===== config.mk =====
export PLATFORM = sky130hd
export DESIGN_NAME = bus_dispatcher_flat
export DESIGN_NICKNAME = d
export VERILOG_FILES = /design/src/rtl/bus_dispatcher_pkg.sv /design/src/rtl/bus_dispatcher_if.sv /design/src/rtl/bus_dispatcher_timer.sv /design/src/rtl/bus_dispatcher.sv /design/src/flat_wrapper.sv
export SDC_FILE = /design/constraint.sdc
export NUM_CORES = 1
export LEC_CHECK = 0
export ABC_AREA = 1
export BUFFER_PORTS_ARGS = -buffer_cell sky130_fd_sc_hd__buf_2
export CAP_MARGIN = 20
export CORE_UTILIZATION = 40
export CTS_BUF_LIST = sky130_fd_sc_hd__clkbuf_4 sky130_fd_sc_hd__clkbuf_8 sky130_fd_sc_hd__clkbuf_16
export CTS_CLUSTER_SIZE = 12
export DETAILED_ROUTE_END_ITERATION = 7
export PLACE_DENSITY = 0.75
export SLEW_MARGIN = 15
export SYNTH_ARGS = -nofsm -noshare
export SYNTH_HDL_FRONTEND = slang
export SYNTH_HIERARCHICAL = 1
export SYNTH_SLANG_ARGS = --single-unit

===== constraint.sdc =====
create_clock -name clk -period 2.64 [get_ports clk]
set_clock_uncertainty 0.1 [all_clocks]
set_input_delay 0.132 -clock clk [delete_from_list [all_inputs] [get_ports clk]]
set_output_delay 0.132 -clock clk [all_outputs]
set_load 0.02 [all_outputs]

===== src/rtl/bus_dispatcher_pkg.sv =====
// bus_dispatcher_pkg: shared widths, error codes and FSM states for the bus dispatcher
package bus_dispatcher_pkg;
  localparam int WORDSIZE      = 16;
  localparam int COMMAND_WIDTH = 4;
  localparam int ERROR_WIDTH   = 4;
  typedef logic [COMMAND_WIDTH-1:0] unit_id_t;
  typedef enum logic [ERROR_WIDTH-1:0] {
    ERROR_NONE            = 4'h0,
    ERROR_TIMEOUT         = 4'h1,
    ERROR_NO_ACK_RESERVED = 4'h2,
    ERROR_INVALID_INPUT   = 4'hF
  } error_t;
  typedef enum logic [1:0] {IDLE, ISSUE, RESP} dispatch_state_t;
endpackage


===== src/rtl/bus_dispatcher_if.sv =====
// bus_dispatcher_if: request, unit-fanout and response handshakes of the dispatcher
interface bus_dispatcher_if import bus_dispatcher_pkg::*; #(
  parameter int WORDSIZE      = bus_dispatcher_pkg::WORDSIZE,
  parameter int COMMAND_WIDTH = bus_dispatcher_pkg::COMMAND_WIDTH,
  parameter int ERROR_WIDTH   = bus_dispatcher_pkg::ERROR_WIDTH,
  parameter int NUM_UNITS     = 4
);
  logic                             req_valid;
  logic                             req_ready;
  logic [COMMAND_WIDTH-1:0]         req_unit;
  logic [COMMAND_WIDTH-1:0]         req_cmd;
  logic [WORDSIZE-1:0]              req_data;
  logic [NUM_UNITS-1:0]             unit_valid;
  logic [COMMAND_WIDTH-1:0]         unit_cmd;
  logic [WORDSIZE-1:0]              unit_data;
  logic [NUM_UNITS-1:0]             unit_ack;
  logic [NUM_UNITS*WORDSIZE-1:0]    unit_rdata;
  logic [NUM_UNITS*ERROR_WIDTH-1:0] unit_error;
  logic                             rsp_valid;
  logic                             rsp_ready;
  logic [WORDSIZE-1:0]              rsp_data;
  logic [ERROR_WIDTH-1:0]           rsp_error;
  modport master (
    output req_valid, req_unit, req_cmd, req_data, unit_ack, unit_rdata, unit_error, rsp_ready,
    input  req_ready, unit_valid, unit_cmd, unit_data, rsp_valid, rsp_data, rsp_error
  );
  modport slave (
    input  req_valid, req_unit, req_cmd, req_data, unit_ack, unit_rdata, unit_error, rsp_ready,
    output req_ready, unit_valid, unit_cmd, unit_data, rsp_valid, rsp_data, rsp_error
  );
endinterface


===== src/rtl/bus_dispatcher_timer.sv =====
// bus_timeout_timer: counts enabled cycles from zero and flags the last allowed one
module bus_timeout_timer #(
  parameter int LIMIT = 16
) (
  input  logic clk,
  input  logic rst_n,
  input  logic clr,
  input  logic en,
  output logic expired
);
  localparam int W = LIMIT > 1 ? $clog2(LIMIT) : 1;
  logic [W-1:0] count;
  assign expired = en && count == W'(LIMIT - 1);
  // clear has priority so every ISSUE phase starts counting from zero
  always_ff @(posedge clk or negedge rst_n)
    if (!rst_n) count <= '0;
    else if (clr) count <= '0;
    else if (en && !expired) count <= count + 1'b1;
endmodule


===== src/rtl/bus_dispatcher.sv =====
// bus_dispatcher: routes one request to a unit, waits for its ack or a timeout, returns the response
// Optional statistics counters are built when BUS_DISPATCH_STATS_EN is defined.
module bus_dispatcher import bus_dispatcher_pkg::*; #(
  parameter int WORDSIZE       = bus_dispatcher_pkg::WORDSIZE,
  parameter int COMMAND_WIDTH  = bus_dispatcher_pkg::COMMAND_WIDTH,
  parameter int ERROR_WIDTH    = bus_dispatcher_pkg::ERROR_WIDTH,
  parameter int NUM_UNITS      = 4,
  parameter int TIMEOUT_CYCLES = 16
) (
  input  logic        clk,
  input  logic        rst_n,
  bus_dispatcher_if.slave bus,
  output logic        busy,
  output logic [15:0] stat_txn_count,
  output logic [15:0] stat_err_count
);
  localparam int IDX_W = NUM_UNITS > 1 ? $clog2(NUM_UNITS) : 1;
  dispatch_state_t state;
  logic [IDX_W-1:0] idx;
  logic [IDX_W-1:0] req_idx;
  logic id_ok;
  logic expired;
  assign id_ok   = bus.req_unit != '0 && bus.req_unit <= COMMAND_WIDTH'(NUM_UNITS);
  assign req_idx = IDX_W'(bus.req_unit - 1'b1);
  bus_timeout_timer #(.LIMIT(TIMEOUT_CYCLES)) u_timer (
    .clk     (clk),
    .rst_n   (rst_n),
    .clr     (state != ISSUE),
    .en      (state == ISSUE),
    .expired (expired)
  );
  // dispatch FSM; every bus output is a register so units and consumer see glitch-free strobes
  always_ff @(posedge clk or negedge rst_n)
    if (!rst_n) begin
      state          <= IDLE;
      idx            <= '0;
      busy           <= 1'b0;
      bus.req_ready  <= 1'b1;
      bus.unit_valid <= '0;
      bus.unit_cmd   <= '0;
      bus.unit_data  <= '0;
      bus.rsp_valid  <= 1'b0;
      bus.rsp_data   <= '0;
      bus.rsp_error  <= '0;
    end else begin
      case (state)
        IDLE:
          if (bus.req_valid) begin
            bus.unit_cmd  <= bus.req_cmd;
            bus.unit_data <= bus.req_data;
            bus.req_ready <= 1'b0;
            busy          <= 1'b1;
            if (id_ok) begin
              idx            <= req_idx;
              bus.unit_valid <= NUM_UNITS'(1) << req_idx;
              state          <= ISSUE;
            end else begin
              bus.rsp_valid <= 1'b1;
              bus.rsp_data  <= '0;
              bus.rsp_error <= '1;
              state         <= RESP;
            end
          end
        ISSUE:
          if (bus.unit_ack[idx] || expired) begin
            bus.unit_valid <= '0;
            bus.rsp_valid  <= 1'b1;
            bus.rsp_data   <= bus.unit_ack[idx] ? bus.unit_rdata[idx*WORDSIZE +: WORDSIZE] : '0;
            bus.rsp_error  <= bus.unit_ack[idx] ? bus.unit_error[idx*ERROR_WIDTH +: ERROR_WIDTH]
                                                : ERROR_WIDTH'(ERROR_TIMEOUT);
            state          <= RESP;
          end
        default:
          if (bus.rsp_ready) begin
            bus.rsp_valid <= 1'b0;
            bus.req_ready <= 1'b1;
            busy          <= 1'b0;
            state         <= IDLE;
          end
      endcase
    end
`ifdef BUS_DISPATCH_STATS_EN
  // saturating counts of response handshakes, total and with a non-zero error
  always_ff @(posedge clk or negedge rst_n)
    if (!rst_n) begin
      stat_txn_count <= '0;
      stat_err_count <= '0;
    end else if (bus.rsp_valid && bus.rsp_ready) begin
      if (stat_txn_count != 16'hFFFF) stat_txn_count <= stat_txn_count + 1'b1;
      if (bus.rsp_error != '0 && stat_err_count != 16'hFFFF) stat_err_count <= stat_err_count + 1'b1;
    end
`else
  assign stat_txn_count = '0;
  assign stat_err_count = '0;
`endif
endmodule


===== src/flat_wrapper.sv =====
// flat-port wrapper written by rule: the top's interface ports become plain ports
module bus_dispatcher_flat import bus_dispatcher_pkg::*;
#(
  parameter int WORDSIZE       = bus_dispatcher_pkg::WORDSIZE,
  parameter int COMMAND_WIDTH  = bus_dispatcher_pkg::COMMAND_WIDTH,
  parameter int ERROR_WIDTH    = bus_dispatcher_pkg::ERROR_WIDTH,
  parameter int NUM_UNITS      = 4,
  parameter int TIMEOUT_CYCLES = 16
)
  (clk, rst_n, busy, stat_txn_count, stat_err_count, bus_req_valid, bus_req_unit, bus_req_cmd, bus_req_data, bus_unit_ack, bus_unit_rdata, bus_unit_error, bus_rsp_ready, bus_req_ready, bus_unit_valid, bus_unit_cmd, bus_unit_data, bus_rsp_valid, bus_rsp_data, bus_rsp_error);
  bus_dispatcher_if #(.WORDSIZE(WORDSIZE), .COMMAND_WIDTH(COMMAND_WIDTH), .ERROR_WIDTH(ERROR_WIDTH), .NUM_UNITS(NUM_UNITS)) bus_i ();
  input  logic clk;
  input  logic rst_n;
  output logic busy;
  output logic [15:0] stat_txn_count;
  output logic [15:0] stat_err_count;
  input wire logic [$bits(bus_i.req_valid)-1:0] bus_req_valid;
  input wire logic [$bits(bus_i.req_unit)-1:0] bus_req_unit;
  input wire logic [$bits(bus_i.req_cmd)-1:0] bus_req_cmd;
  input wire logic [$bits(bus_i.req_data)-1:0] bus_req_data;
  input wire logic [$bits(bus_i.unit_ack)-1:0] bus_unit_ack;
  input wire logic [$bits(bus_i.unit_rdata)-1:0] bus_unit_rdata;
  input wire logic [$bits(bus_i.unit_error)-1:0] bus_unit_error;
  input wire logic [$bits(bus_i.rsp_ready)-1:0] bus_rsp_ready;
  output wire logic [$bits(bus_i.req_ready)-1:0] bus_req_ready;
  output wire logic [$bits(bus_i.unit_valid)-1:0] bus_unit_valid;
  output wire logic [$bits(bus_i.unit_cmd)-1:0] bus_unit_cmd;
  output wire logic [$bits(bus_i.unit_data)-1:0] bus_unit_data;
  output wire logic [$bits(bus_i.rsp_valid)-1:0] bus_rsp_valid;
  output wire logic [$bits(bus_i.rsp_data)-1:0] bus_rsp_data;
  output wire logic [$bits(bus_i.rsp_error)-1:0] bus_rsp_error;
  assign bus_i.req_valid = bus_req_valid;
  assign bus_i.req_unit = bus_req_unit;
  assign bus_i.req_cmd = bus_req_cmd;
  assign bus_i.req_data = bus_req_data;
  assign bus_i.unit_ack = bus_unit_ack;
  assign bus_i.unit_rdata = bus_unit_rdata;
  assign bus_i.unit_error = bus_unit_error;
  assign bus_i.rsp_ready = bus_rsp_ready;
  assign bus_req_ready = bus_i.req_ready;
  assign bus_unit_valid = bus_i.unit_valid;
  assign bus_unit_cmd = bus_i.unit_cmd;
  assign bus_unit_data = bus_i.unit_data;
  assign bus_rsp_valid = bus_i.rsp_valid;
  assign bus_rsp_data = bus_i.rsp_data;
  assign bus_rsp_error = bus_i.rsp_error;
  bus_dispatcher #(.WORDSIZE(WORDSIZE), .COMMAND_WIDTH(COMMAND_WIDTH), .ERROR_WIDTH(ERROR_WIDTH), .NUM_UNITS(NUM_UNITS), .TIMEOUT_CYCLES(TIMEOUT_CYCLES)) u_core (.clk(clk), .rst_n(rst_n), .bus(bus_i), .busy(busy), .stat_txn_count(stat_txn_count), .stat_err_count(stat_err_count));
endmodule

==> results of run 1 <==
==> kinds of logic after synthesis <==
family | share of synthesized area [%]
simple gates | 31.71
buf+inv | 13.13
compound gates | 9.817
flops | 42.89
fa+ha+maj | 2.337
other cells | 0.1168
==> layout by cell type, fill, tap and decap left out, types with 2 or more instances in the layout <==
master / count
sky130_fd_sc_hd__a21oi_1: 3
sky130_fd_sc_hd__buf_2: 158
sky130_fd_sc_hd__buf_4: 5
sky130_fd_sc_hd__clkbuf_8: 5
sky130_fd_sc_hd__conb_1: 32
sky130_fd_sc_hd__dfrtp_1: 54
sky130_fd_sc_hd__dlygate4sd3_1: 23
sky130_fd_sc_hd__ha_1: 6
sky130_fd_sc_hd__inv_1: 21
sky130_fd_sc_hd__inv_2: 3
sky130_fd_sc_hd__nand2_1: 173
sky130_fd_sc_hd__nand3_1: 18
sky130_fd_sc_hd__nand3b_1: 2
sky130_fd_sc_hd__nand4_1: 3
sky130_fd_sc_hd__nor2_1: 50
sky130_fd_sc_hd__nor2_2: 2
sky130_fd_sc_hd__o21ai_0: 38
sky130_fd_sc_hd__o21ai_1: 2
sky130_fd_sc_hd__o22ai_1: 16
==> sequential cells by signal, summed over array words and instances, names as in the netlist <==
name and count:
u_core/bus.req_ready 1, u_core/bus.rsp_data 16, u_core/bus.rsp_error 4, u_core/bus.rsp_valid 1, u_core/bus.unit_cmd 4, u_core/bus.unit_data 16, u_core/bus.unit_valid 4, u_core/busy 1
u_core/idx 2, u_core/state 2, u_core/u_timer/count 4
==> final timing paths <==
| check | to | startpoint | slack [ns] | depth (start not counted) |
|---|---|---|---|---|
| setup / recovery | u_core/bus.rsp_error[1] | u_core/idx[1] | 0.70 | 6 |
| hold / removal | u_core/bus.rsp_data[13] | bus_unit_rdata[13] | 0.09 | 5 |
| setup reg to reg | u_core/bus.rsp_error[1] | u_core/idx[1] | 0.70 | 6 |
| hold reg to reg | u_core/bus.req_ready | u_core/bus.req_ready | 0.37 | 2 |
| max in group asynchronous | u_core/idx[1] | rst_n | 1.42 | 3 |
| min in group asynchronous | u_core/bus.unit_data[11] | rst_n | 0.23 | 2 |
==> what timing repair did <==
| item | in CTS | in global routing |
|---|---|---|
| endpoints found under the hold margin | 46 | 0 |
| setup endpoints to repair | 0 | 0 |
| hold buffers | 23 | 0 |
==> metal layers <==
layer | global-route usage (%) | vias to the layer above
met5 | 0 | -
met4 | 10.98 | 0
met3 | 3.434 | 34
met2 | 39.41 | 149
met1 | 23.86 | 1574
li1 | - | 1698
==> stage by stage <==
stage / util (%) / area [µm²] / worst slack (ns)
2_1_floorplan: - / 3328 / 1.055
3_3_place_gp: 51.15 / 3953 / 0.8304
3_5_place_dp: 51.15 / 3953 / 0.7277
4_1_cts: 55.38 / 4279 / 0.6977
5_1_grt: 55.38 / 4279 / 0.4894
6_report: 55.38 / 4279 / 0.6990
==> power by group through the flow <==
stage / clock network [mW] / registers (mW) / logic, mW
finish: 0.493 / 1.39 / 2.31
global route: 0.542 / 1.44 / 2.58
CTS: 0.521 / 1.39 / 2.31
detailed placement: 0 / 1.41 / 2.29
global placement: 0 / 1.39 / 2.22
floorplan: 0 / 1.77 / 1.25
==> cell type report <==
| type | count | area [µm²] | area share, % |
|---|---|---|---|
| sequential | 55 | 1378 | 32.19 |
| inverter | 24 | 90.09 | 2.105 |
| clock buffer | 5 | 68.82 | 1.608 |
| multi-input combinational | 349 | 1529 | 35.73 |
| timing repair buffer | 186 | 1059 | 24.74 |
| tap | 102 | 127.6 | 2.982 |
| clock inverter | 3 | 27.53 | 0.6433 |
==> critical path, delay by kind of cell (launching register included) <==
family	cells	cell delay (ns)
AOI/OAI and AO/OA	1	0.14
and+or+nand+nor	4	0.77
DFF	1	0.39
buffers and inverters	1	0.42
==> key figures, run 1 <==
Critical path
  • Crit path cell chain: inv_1 > nand3_1 > nand2_1 > nand3_2 > nand3_4 > o21ai_0
  • Slowest CP cell: sky130_fd_sc_hd__inv_1
  • Critical path's largest stage delay: around 0.42 ns
  • Worst endpoint data arrival time: just over 2 ns
  • Data required time at the worst endpoint: approximately 2.7 ns
  • Type of the setup path with the least slack: reg -> reg
  • Element type at the critical path end: flop
  • Type of origin of the critical path: flop
  • Critical path peak fanout: 26

Floorplanning
  • Die outline height: 91.61 µm
  • Effective utilization at floorplan: between 40 and 50%
  • X dimension of the die: 91.61 µm
  • Total Die Area: approximately 0.0084 mm²
  • Num rows: 32
  • Placeable core region: 0.007727 mm²
  • IO Count: 191

Layout
  • N_diodes: 0
  • Fraction of layout instances using a drive strength above 1: approximately 29%
  • P&R area growth vs syn: 33.23%
  • Number of nets in the finished design: 739
  • Fill cell count: between 700 and 800
  • Final std cells w/o fill: a little over 700

Clock tree
  • Total number of clock tree sinks: 55
  • Clock slew at reported path FFs: ~0.10 ns
  • Count of buffers added by post-CTS timing repair for setup: 0
  • Cell chosen for the clock root: sky130_fd_sc_hd__clkbuf_8
  • Clock latency on the worst-skew pair: a little over 0.3 ns
  • Number of clock buffers inserted by TritonCTS: 5
  • Post-cts sizing count: 0
  • Clock Path Buffers: 2
  • CTS tree: built
  • Max H-tree Level: 2

STA
  • Final hold violations: 0
  • Setup TNS Final: 0 ns
  • Max Slew Vio Count: 0
  • Period Utilization, post-route: 73.52%
  • Final min period: 1.941 ns
  • Final count of negative-setup-slack endpoints: 0
  • Fmax: between 500 and 600 MHz
  • Worst Tran Pin Value: ~0.63 ns
  • Setup repair after global routing missed its margin: false
  • Fin Hold WS: 0.08824 ns
  • Max-Slew Margin vs Limit: between 50% and 60%

Power
  • Relative contribution of sequential cells to total power: around 33%
  • VDD IR max: 0.4051 mV
  • Cell area power density: 981.2 mW/mm²
  • Combinational power share: between 50% and 60%
  • Portion of total power attributed to the clock network: between 10% and 20%
  • Power consumption: ~4.2 mW
  • Internal power summed over all cells: 2.133 mW
  • Net Switching: just over 2 mW
  • Switching power as a share of total power: 49.19%
  • Pleak: about 2.5 nW

Drt
  • M1 WL: 3382 µm
  • WL/cell: about 12 µm
  • Amount of wire on met2 after detailed routing: 4599 µm
  • Routed via count divided by cell count: 4.772
  • Remaining design rule violation count: 0
  • Iteration count of the initial detailed-routing pass: 5
  • Final wirelength: a little under 9000 µm
  • Number of DRC markers in iteration 0: 165
  • Remaining antenna violation count after routing: 0
  • Detailed-routed wire length on met3: approximately 430 µm
  • Total via count in the routed design: around 3,500
  • Topmost layer with routed signal wires: met4

Synthesis
  • Post-Synthesis Mean Instance Area: just over 7 µm²
  • Most used flip-flop cell after synthesis: sky130_fd_sc_hd__dfrtp_1
  • Proportion of register bits with asynchronous set or reset after synthesis: 100.0%
  • Largest area contributor in the netlist: sky130_fd_sc_hd__dfrtp_1
  • Top cell type's share of synthesized area: 42.07%
  • Number of standard cells after synthesis: 449
  • Biggest area contributors in the synthesized netlist: sky130_fd_sc_hd__dfrtp_1, sky130_fd_sc_hd__nand2_1, sky130_fd_sc_hd__buf_4, sky130_fd_sc_hd__o21ai_0, sky130_fd_sc_hd__nor2_1
  • Count leader, synth: sky130_fd_sc_hd__nand2_1
  • Number of enable-type register cells in the synthesized netlist: 0
  • Cell types with the highest counts after synthesis: sky130_fd_sc_hd__nand2_1, sky130_fd_sc_hd__dfrtp_1, sky130_fd_sc_hd__nor2_1
  • Count of state elements after synthesis: 55
  • Post-synthesis cell type count: 24
  • Mapped Area: ~0.0032 mm²
  • Synth Warn #: 6
  • Sequential cell area fraction in the yosys report: a little over two fifths

GRT
  • GRT Util Overall: between 20% and 30%
  • Pin count of the biggest net entering global routing: 41
  • Number of antenna violations at the first check in global routing: 0
  • Number of global-route vias before repair: 3,318
  • Overflow left after global routing: 0
  • First-pass GRT wire length: roughly 15,000 µm

Placed design
  • DP HPWL: roughly 6500 µm
  • Buffers on Ports: about 160
  • Count of placed standard cells including taps: 693
  • Global placement routability congestion: 0.8242

Min path
  • Class of the worst hold path: in -> reg

Run
  • Count of maximum capacitance violations: 0

Outcome
  • Run status: finished clean
No activity file was read; power rests on OpenSTA's default activity.
==> run 2, diff against run 1 <==
- clock period: 2.64 -> 2 ns (I/O delays scaled with it)
==> run 2 against run 1 <==
Highest routed layer unchanged. Count of clock-buffer cells in the layout unchanged. Register-to-register slack lost 0.46 ns. Clock power increased by 30%. Via count fell by 1.1%. Sequential power is 32% higher. First-iteration DRC count shrank 8.5%. Flip-flop and latch count is the same. Largest power group unchanged. Non-clock buffer count rose by 2. Sequential share of layout area is 0.17 points lower.
==> key figures, run 2 (synthesis results as in run 1) <==
Clock tree
  • CTS tree: built
  • Total number of clock tree sinks: 55
  • Clock latency on the worst-skew pair: about 0.31 ns
  • Post-cts sizing count: 0
  • Cell chosen for the clock root: sky130_fd_sc_hd__clkbuf_8
  • Number of clock buffers inserted by TritonCTS: 5
  • Max H-tree Level: 2
  • Clock slew at reported path FFs: 0.10 ns
  • Clock Path Buffers: 2

GRT
  • Overflow left after global routing: 0
  • Number of global-route vias before repair: roughly 3,300
  • Pin count of the biggest net entering global routing: between 40 and 50
  • First-pass GRT wire length: about 15,000 µm
  • Number of antenna violations at the first check in global routing: 0
  • GRT Util Overall: 21.67%

Critical path
  • Element type at the critical path end: flop
  • Crit path buffers/inverters: 5
  • Type of the setup path with the least slack: in -> reg
  • Data required time at the worst endpoint: roughly 2.1 ns
  • Slowest CP cell: sky130_fd_sc_hd__dlygate4sd3_1
  • Type of origin of the critical path: input pin
  • Critical path peak fanout: 26
  • Critical path's largest stage delay: around 0.52 ns
  • Crit path cell chain: dlygate4sd3_1 > buf_2 > inv_1 > ha_1 > inv_1 > nand2_1 > nand3_1 > nor2_1 > inv_1 > nand3_4 > nand2_1 > o21ai_1
  • Family with the most delay on the worst path: buffers and inverters
  • Worst endpoint data arrival time: between 1.5 and 2 ns
  • Library cell appearing most often on the critical path: sky130_fd_sc_hd__inv_1

Drt
  • Remaining antenna violation count after routing: 0
  • Number of DRC markers in iteration 0: between 150 and 200
  • Remaining design rule violation count: 0
  • Routed via count divided by cell count: ~4.7
  • Iteration count of the initial detailed-routing pass: 4
  • WL/cell: around 12 µm
  • Final wirelength: between 8000 and 9000 µm
  • Total via count in the routed design: around 3,400

Power
  • VDD IR max: between 0.4 and 0.5 mV
  • Power consumption: ~5.5 mW
  • Pleak: between 2 and 3 nW
  • Cell area power density: around 1300 mW/mm²

Layout
  • Area taken by multi-input logic gates: 0.001529 mm²
  • Fraction of layout instances using a drive strength above 1: 29.33%
  • Flip-flop and latch area: between 0.001 and 0.0015 mm²
  • Commonest non-fill, non-tap cell in the layout: sky130_fd_sc_hd__nand2_1
  • Fin area: 0.004302 mm²
  • Most used cells in the layout excluding fill and tap cells: sky130_fd_sc_hd__nand2_1, sky130_fd_sc_hd__buf_2, sky130_fd_sc_hd__dfrtp_1
  • N_diodes: 0
  • Number of nets in the finished design: approximately 740
  • Registers with the highest flip-flop counts: u_core/bus.rsp_data (16), u_core/bus.unit_data (16)
  • Final std cells w/o fill: between 700 and 800
  • P&R area growth vs syn: 33.93%
  • Fill cell count: ~730

Floorplanning
  • Num rows: 32
  • Total Die Area: ~0.0084 mm²
  • Placeable core region: just under 0.008 mm²
  • Effective utilization at floorplan: between 40% and 50%
  • Die outline height: just over 90 µm
  • IO Count: 191
  • X dimension of the die: 91.61 µm

STA
  • Setup repair after global routing missed its margin: false
  • Max-Slew Margin vs Limit: ~57%
  • Max Slew Vio Count: 0
  • Fmax: between 500 and 600 MHz
  • Period Utilization, post-route: 90.57%
  • Final count of negative-setup-slack endpoints: 0
  • Setup TNS Final: 0 ns
  • Fin Hold WS: approximately 0.057 ns
  • Final min period: around 1.8 ns
  • Worst Tran Pin Value: between 0.6 and 0.7 ns
  • Final hold violations: 0

Placed design
  • Buffers on Ports: 158
  • Post-Place Cell Area: 0.003980 mm²
  • Count of placed standard cells including taps: a little under 700
  • DP HPWL: around 6400 µm
  • Global placement routability congestion: 0.7748

Min path
  • Class of the worst hold path: in -> reg

Run
  • Count of maximum capacitance violations: 0

Outcome
  • Run status: finished clean
[run 2: cell types whose count changed in the layout (fill, tap and decap cells not counted)]
| cell | change |
|---|---|
| sky130_fd_sc_hd__buf_12 | +1 |
| sky130_fd_sc_hd__clkinvlp_4 | -1 |
| sky130_fd_sc_hd__buf_4 | +1 |
| sky130_fd_sc_hd__inv_6 | +1 |
| sky130_fd_sc_hd__clkinv_2 | +1 |
| sky130_fd_sc_hd__inv_8 | -1 |
[run 2: what timing repair did]
item                                    in CTS  in global routing
hold buffers                                23                  0
endpoints found under the hold margin       45                  0
setup buffers                                0                  0
endpoints found under the setup margin       0                  1
[run 2: worst reg2reg max path, stage by stage, from the launching register on]
cell	delay [ns]
sky130_fd_sc_hd__dfrtp_1	0.42
sky130_fd_sc_hd__inv_1	0.07
sky130_fd_sc_hd__nor2_2	0.23
sky130_fd_sc_hd__inv_1	0.07
sky130_fd_sc_hd__nor2_1	0.10
sky130_fd_sc_hd__inv_1	0.06
sky130_fd_sc_hd__nand3_2	0.11
sky130_fd_sc_hd__nand3_4	0.26
sky130_fd_sc_hd__nand2_1	0.15
sky130_fd_sc_hd__o21ai_1	0.07
[run 2: power breakdown]
group,internal (mW),switching [mW]
combinational,1.01,2.05
clock,0.255,0.388
sequential,1.57,0.266
total,2.83,2.71
[run 2: worst paths after layout]
path,from,end,slack (ns),depth (start not counted)
worst max-delay path,bus_req_unit[0],u_core/bus.rsp_error[2],0.19,12
worst min-delay path,bus_unit_rdata[9],u_core/bus.rsp_data[9],0.06,5
worst max register to register,u_core/state[0],u_core/bus.rsp_error[2],0.24,9
worst min register to register,u_core/bus.req_ready,u_core/bus.req_ready,0.37,2
max in group asynchronous,rst_n,u_core/bus.rsp_data[7],1.03,3
min in group asynchronous,rst_n,u_core/bus.unit_data[11],0.20,2
[run 2: cell type report]
cell class,count,share of cell area [%]
clock buffers,5,1.600
clock inverters,3,0.5236
inverters,24,2.094
multi-input cells,349,35.54
flip-flops and latches,55,32.02
well taps,102,2.967
repair buffers,188,25.25
[run 2: per-stage QoR]
stage	utilization [%]	setup slack, ns
6_report	55.67	0.1887
3_5_place_dp	51.51	0.2789
3_3_place_gp	51.51	0.3416
5_1_grt	55.67	0.006194
4_1_cts	55.67	0.1770
2_1_floorplan	-	0.4153
[run 2: layer usage]
layer | global-route usage [%] | share of wire, %
met1 | 23.29 | 38
met2 | 40.79 | 53
met3 | 3.769 | 4.8
met4 | 10.05 | 3.7
met5 | 0 | 0
==> run 3, diff against run 2 <==
- RECOVER_POWER: default -> 50
==> run 3 against run 2 <==
Via count fell by 0.18%. Die area unchanged. Wire length rose by 0.37%. Worst setup slack worse by 0.020 ns. First-iteration DRC count fell by 2.0%. Critical path type unchanged. Largest cell class unchanged. Largest power group unchanged.
==> key figures, run 3 (synthesis results as in run 1) <==
Floorplanning
  • Num rows: 32
  • Total Die Area: between 0.008 and 0.009 mm²
  • Die outline height: ~92 µm
  • Placeable core region: ~0.0077 mm²
  • IO Count: around 190
  • X dimension of the die: 91.61 µm
  • Effective utilization at floorplan: 41.56%

Layout
  • Number of nets in the finished design: around 740
  • Final std cells w/o fill: just over 700
  • Fin util: 55.28%
  • Area taken by multi-input logic gates: about 0.0015 mm²
  • Most used cells in the layout excluding fill and tap cells: sky130_fd_sc_hd__nand2_1, sky130_fd_sc_hd__buf_2, sky130_fd_sc_hd__dfrtp_1
  • P&R area growth vs syn: 33.00%
  • Fill cell count: around 750
  • Fin area: ~0.0043 mm²
  • Commonest non-fill, non-tap cell in the layout: sky130_fd_sc_hd__nand2_1
  • N_diodes: 0
  • Flip-flop and latch area: 0.001378 mm²
  • Fraction of layout instances using a drive strength above 1: 25.48%
  • Registers with the highest flip-flop counts: u_core/bus.rsp_data (16), u_core/bus.unit_data (16)

Critical path
  • Slowest CP cell: sky130_fd_sc_hd__dlygate4sd3_1
  • Crit path buffers/inverters: 5
  • Type of origin of the critical path: input pin
  • Number of cells traversed by the worst register-to-register path: 8
  • Critical path's largest stage delay: about 0.52 ns
  • Worst endpoint data arrival time: ~1.9 ns
  • Type of the setup path with the least slack: in -> reg
  • Data required time at the worst endpoint: about 2.1 ns
  • Element type at the critical path end: flop
  • R2r endpoint: u_core/bus.rsp_error[2]
  • Register-to-register setup slack: around 0.24 ns
  • R2R Path Start: u_core/state[1]
  • Family with the most delay on the worst path: buffers and inverters
  • Library cell appearing most often on the critical path: sky130_fd_sc_hd__inv_1
  • Crit path cell chain: dlygate4sd3_1 > buf_2 > inv_1 > ha_1 > inv_1 > nand2_1 > nand3_1 > nor2_1 > inv_1 > nand3_4 > nand2_1 > o21ai_1
  • Critical path peak fanout: 26

STA
  • Max-Slew Margin vs Limit: between 10% and 20%
  • Final min period: ~1.8 ns
  • Period Utilization, post-route: between 90% and 100%
  • Final hold violations: 0
  • Setup repair after global routing missed its margin: false
  • Setup TNS Final: 0 ns
  • Fmax: 546.0 MHz
  • Final count of negative-setup-slack endpoints: 0
  • Worst Tran Pin Value: approximately 1.3 ns
  • Max Slew Vio Count: 0

Min path
  • Class of the worst hold path: in -> reg
  • Start point of the worst hold path: bus_unit_rdata[9]
  • Worst hold path endpoint: u_core/bus.rsp_data[9]
  • Cell depth of the worst min-delay path: 5

Clock tree
  • Clock slew at reported path FFs: approximately 0.10 ns
  • Count of buffers added by post-CTS timing repair for setup: 0
  • Clock Path Buffers: 2
  • Max H-tree Level: 2
  • Cell chosen for the clock root: sky130_fd_sc_hd__clkbuf_8
  • Total number of clock tree sinks: 55
  • Clock latency on the worst-skew pair: 0.31 ns
  • Number of clock buffers inserted by TritonCTS: 5
  • CTS tree: built
  • Post-cts sizing count: 0

GRT
  • Overflow left after global routing: 0
  • Number of global-route vias before repair: approximately 3,300
  • Number of antenna violations at the first check in global routing: 0
  • Pin count of the biggest net entering global routing: a little over 40
  • GRT Util Overall: 21.67%
  • First-pass GRT wire length: between 10,000 and 15,000 µm

Outcome
  • Run status: finished clean

Power
  • Cell area power density: approximately 1300 mW/mm²
  • VDD IR max: 0.4887 mV
  • Pleak: around 2.4 nW
  • Power consumption: about 5.5 mW

Run
  • Count of maximum capacitance violations: 0

Drt
  • Total via count in the routed design: ~3,400
  • Remaining antenna violation count after routing: 0
  • Final wirelength: 8708 µm
  • Number of DRC markers in iteration 0: roughly 150
  • Iteration count of the initial detailed-routing pass: 4
  • Routed via count divided by cell count: 4.700
  • Remaining design rule violation count: 0
  • WL/cell: between 10 and 15 µm

Placed design
  • Count of placed standard cells including taps: between 600 and 700
  • Global placement routability congestion: ~0.77
  • Buffers on Ports: around 160
  • DP HPWL: approximately 6400 µm
  • Post-Place Cell Area: about 0.004 mm²
## run 3: cell count changes in the layout (fill, tap and decap cells not counted)
cell	change
sky130_fd_sc_hd__buf_2	-24
sky130_fd_sc_hd__clkbuf_1	+24
## run 3: area by class of cell
type | instances | share of cell area (%)
clock inverters | 3 | 0.5272
repair buffers | 188 | 24.72
multi-input cells | 349 | 35.79
flip-flops and latches | 55 | 32.25
clock buffers | 5 | 1.611
inverters | 24 | 2.109
well taps | 102 | 2.988
## run 3: how the worst max path moves through the flow
stage / from / slack [ns] / end / depth (start not counted)
2_1_floorplan: u_core/state[1] / 0.42 / u_core/bus.rsp_data[10] / 9
3_3_place_gp: u_core/state[1] / 0.34 / u_core/bus.rsp_error[1] / 8
3_5_place_dp: u_core/state[0] / 0.28 / u_core/bus.rsp_error[3] / 9
4_1_cts: bus_req_unit[0] / 0.18 / u_core/bus.rsp_error[3] / 12
5_1_grt: bus_req_unit[0] / 0.006 / u_core/bus.rsp_error[0] / 12
6_report: bus_req_unit[0] / 0.17 / u_core/bus.rsp_error[2] / 12
## run 3: report_power, final
part	internal (mW)	total [mW]	switching, mW
clock	0.255	0.643	0.388
combinational	0.953	3.01	2.05
sequential	1.57	1.84	0.273
total	2.78	5.49	2.71
## run 3: what timing repair did
| item | CTS | global route |
|---|---|---|
| endpoints found under the setup margin | 0 | 1 |
| hold endpoints to repair | 45 | 0 |
| hold buffers | 23 | 0 |
## run 3: worst min-delay path: cells and delay by family
family	cells	cell delay, ns
AO/OA/AOI/OAI	1	0.12
AND/OR/NAND/NOR	3	0.15
buffers and inverters	1	0.07
## run 3: layer usage
layer / wire length (µm) / GRT usage (%)
met5: 0 / 0
met4: 308 / 10.05
met3: 464 / 3.769
met2: 4627 / 40.79
met1: 3308 / 23.29
## run 3: per-stage QoR
stage	hold slack [ns]	setup WS, ns
after detailed placement	0.02402	0.2789
after global placement	0.02303	0.3416
final	0.05715	0.1685
after global routing	0.08409	0.006194
after floorplan	-0.2956	0.4153
after CTS	0.05353	0.1770
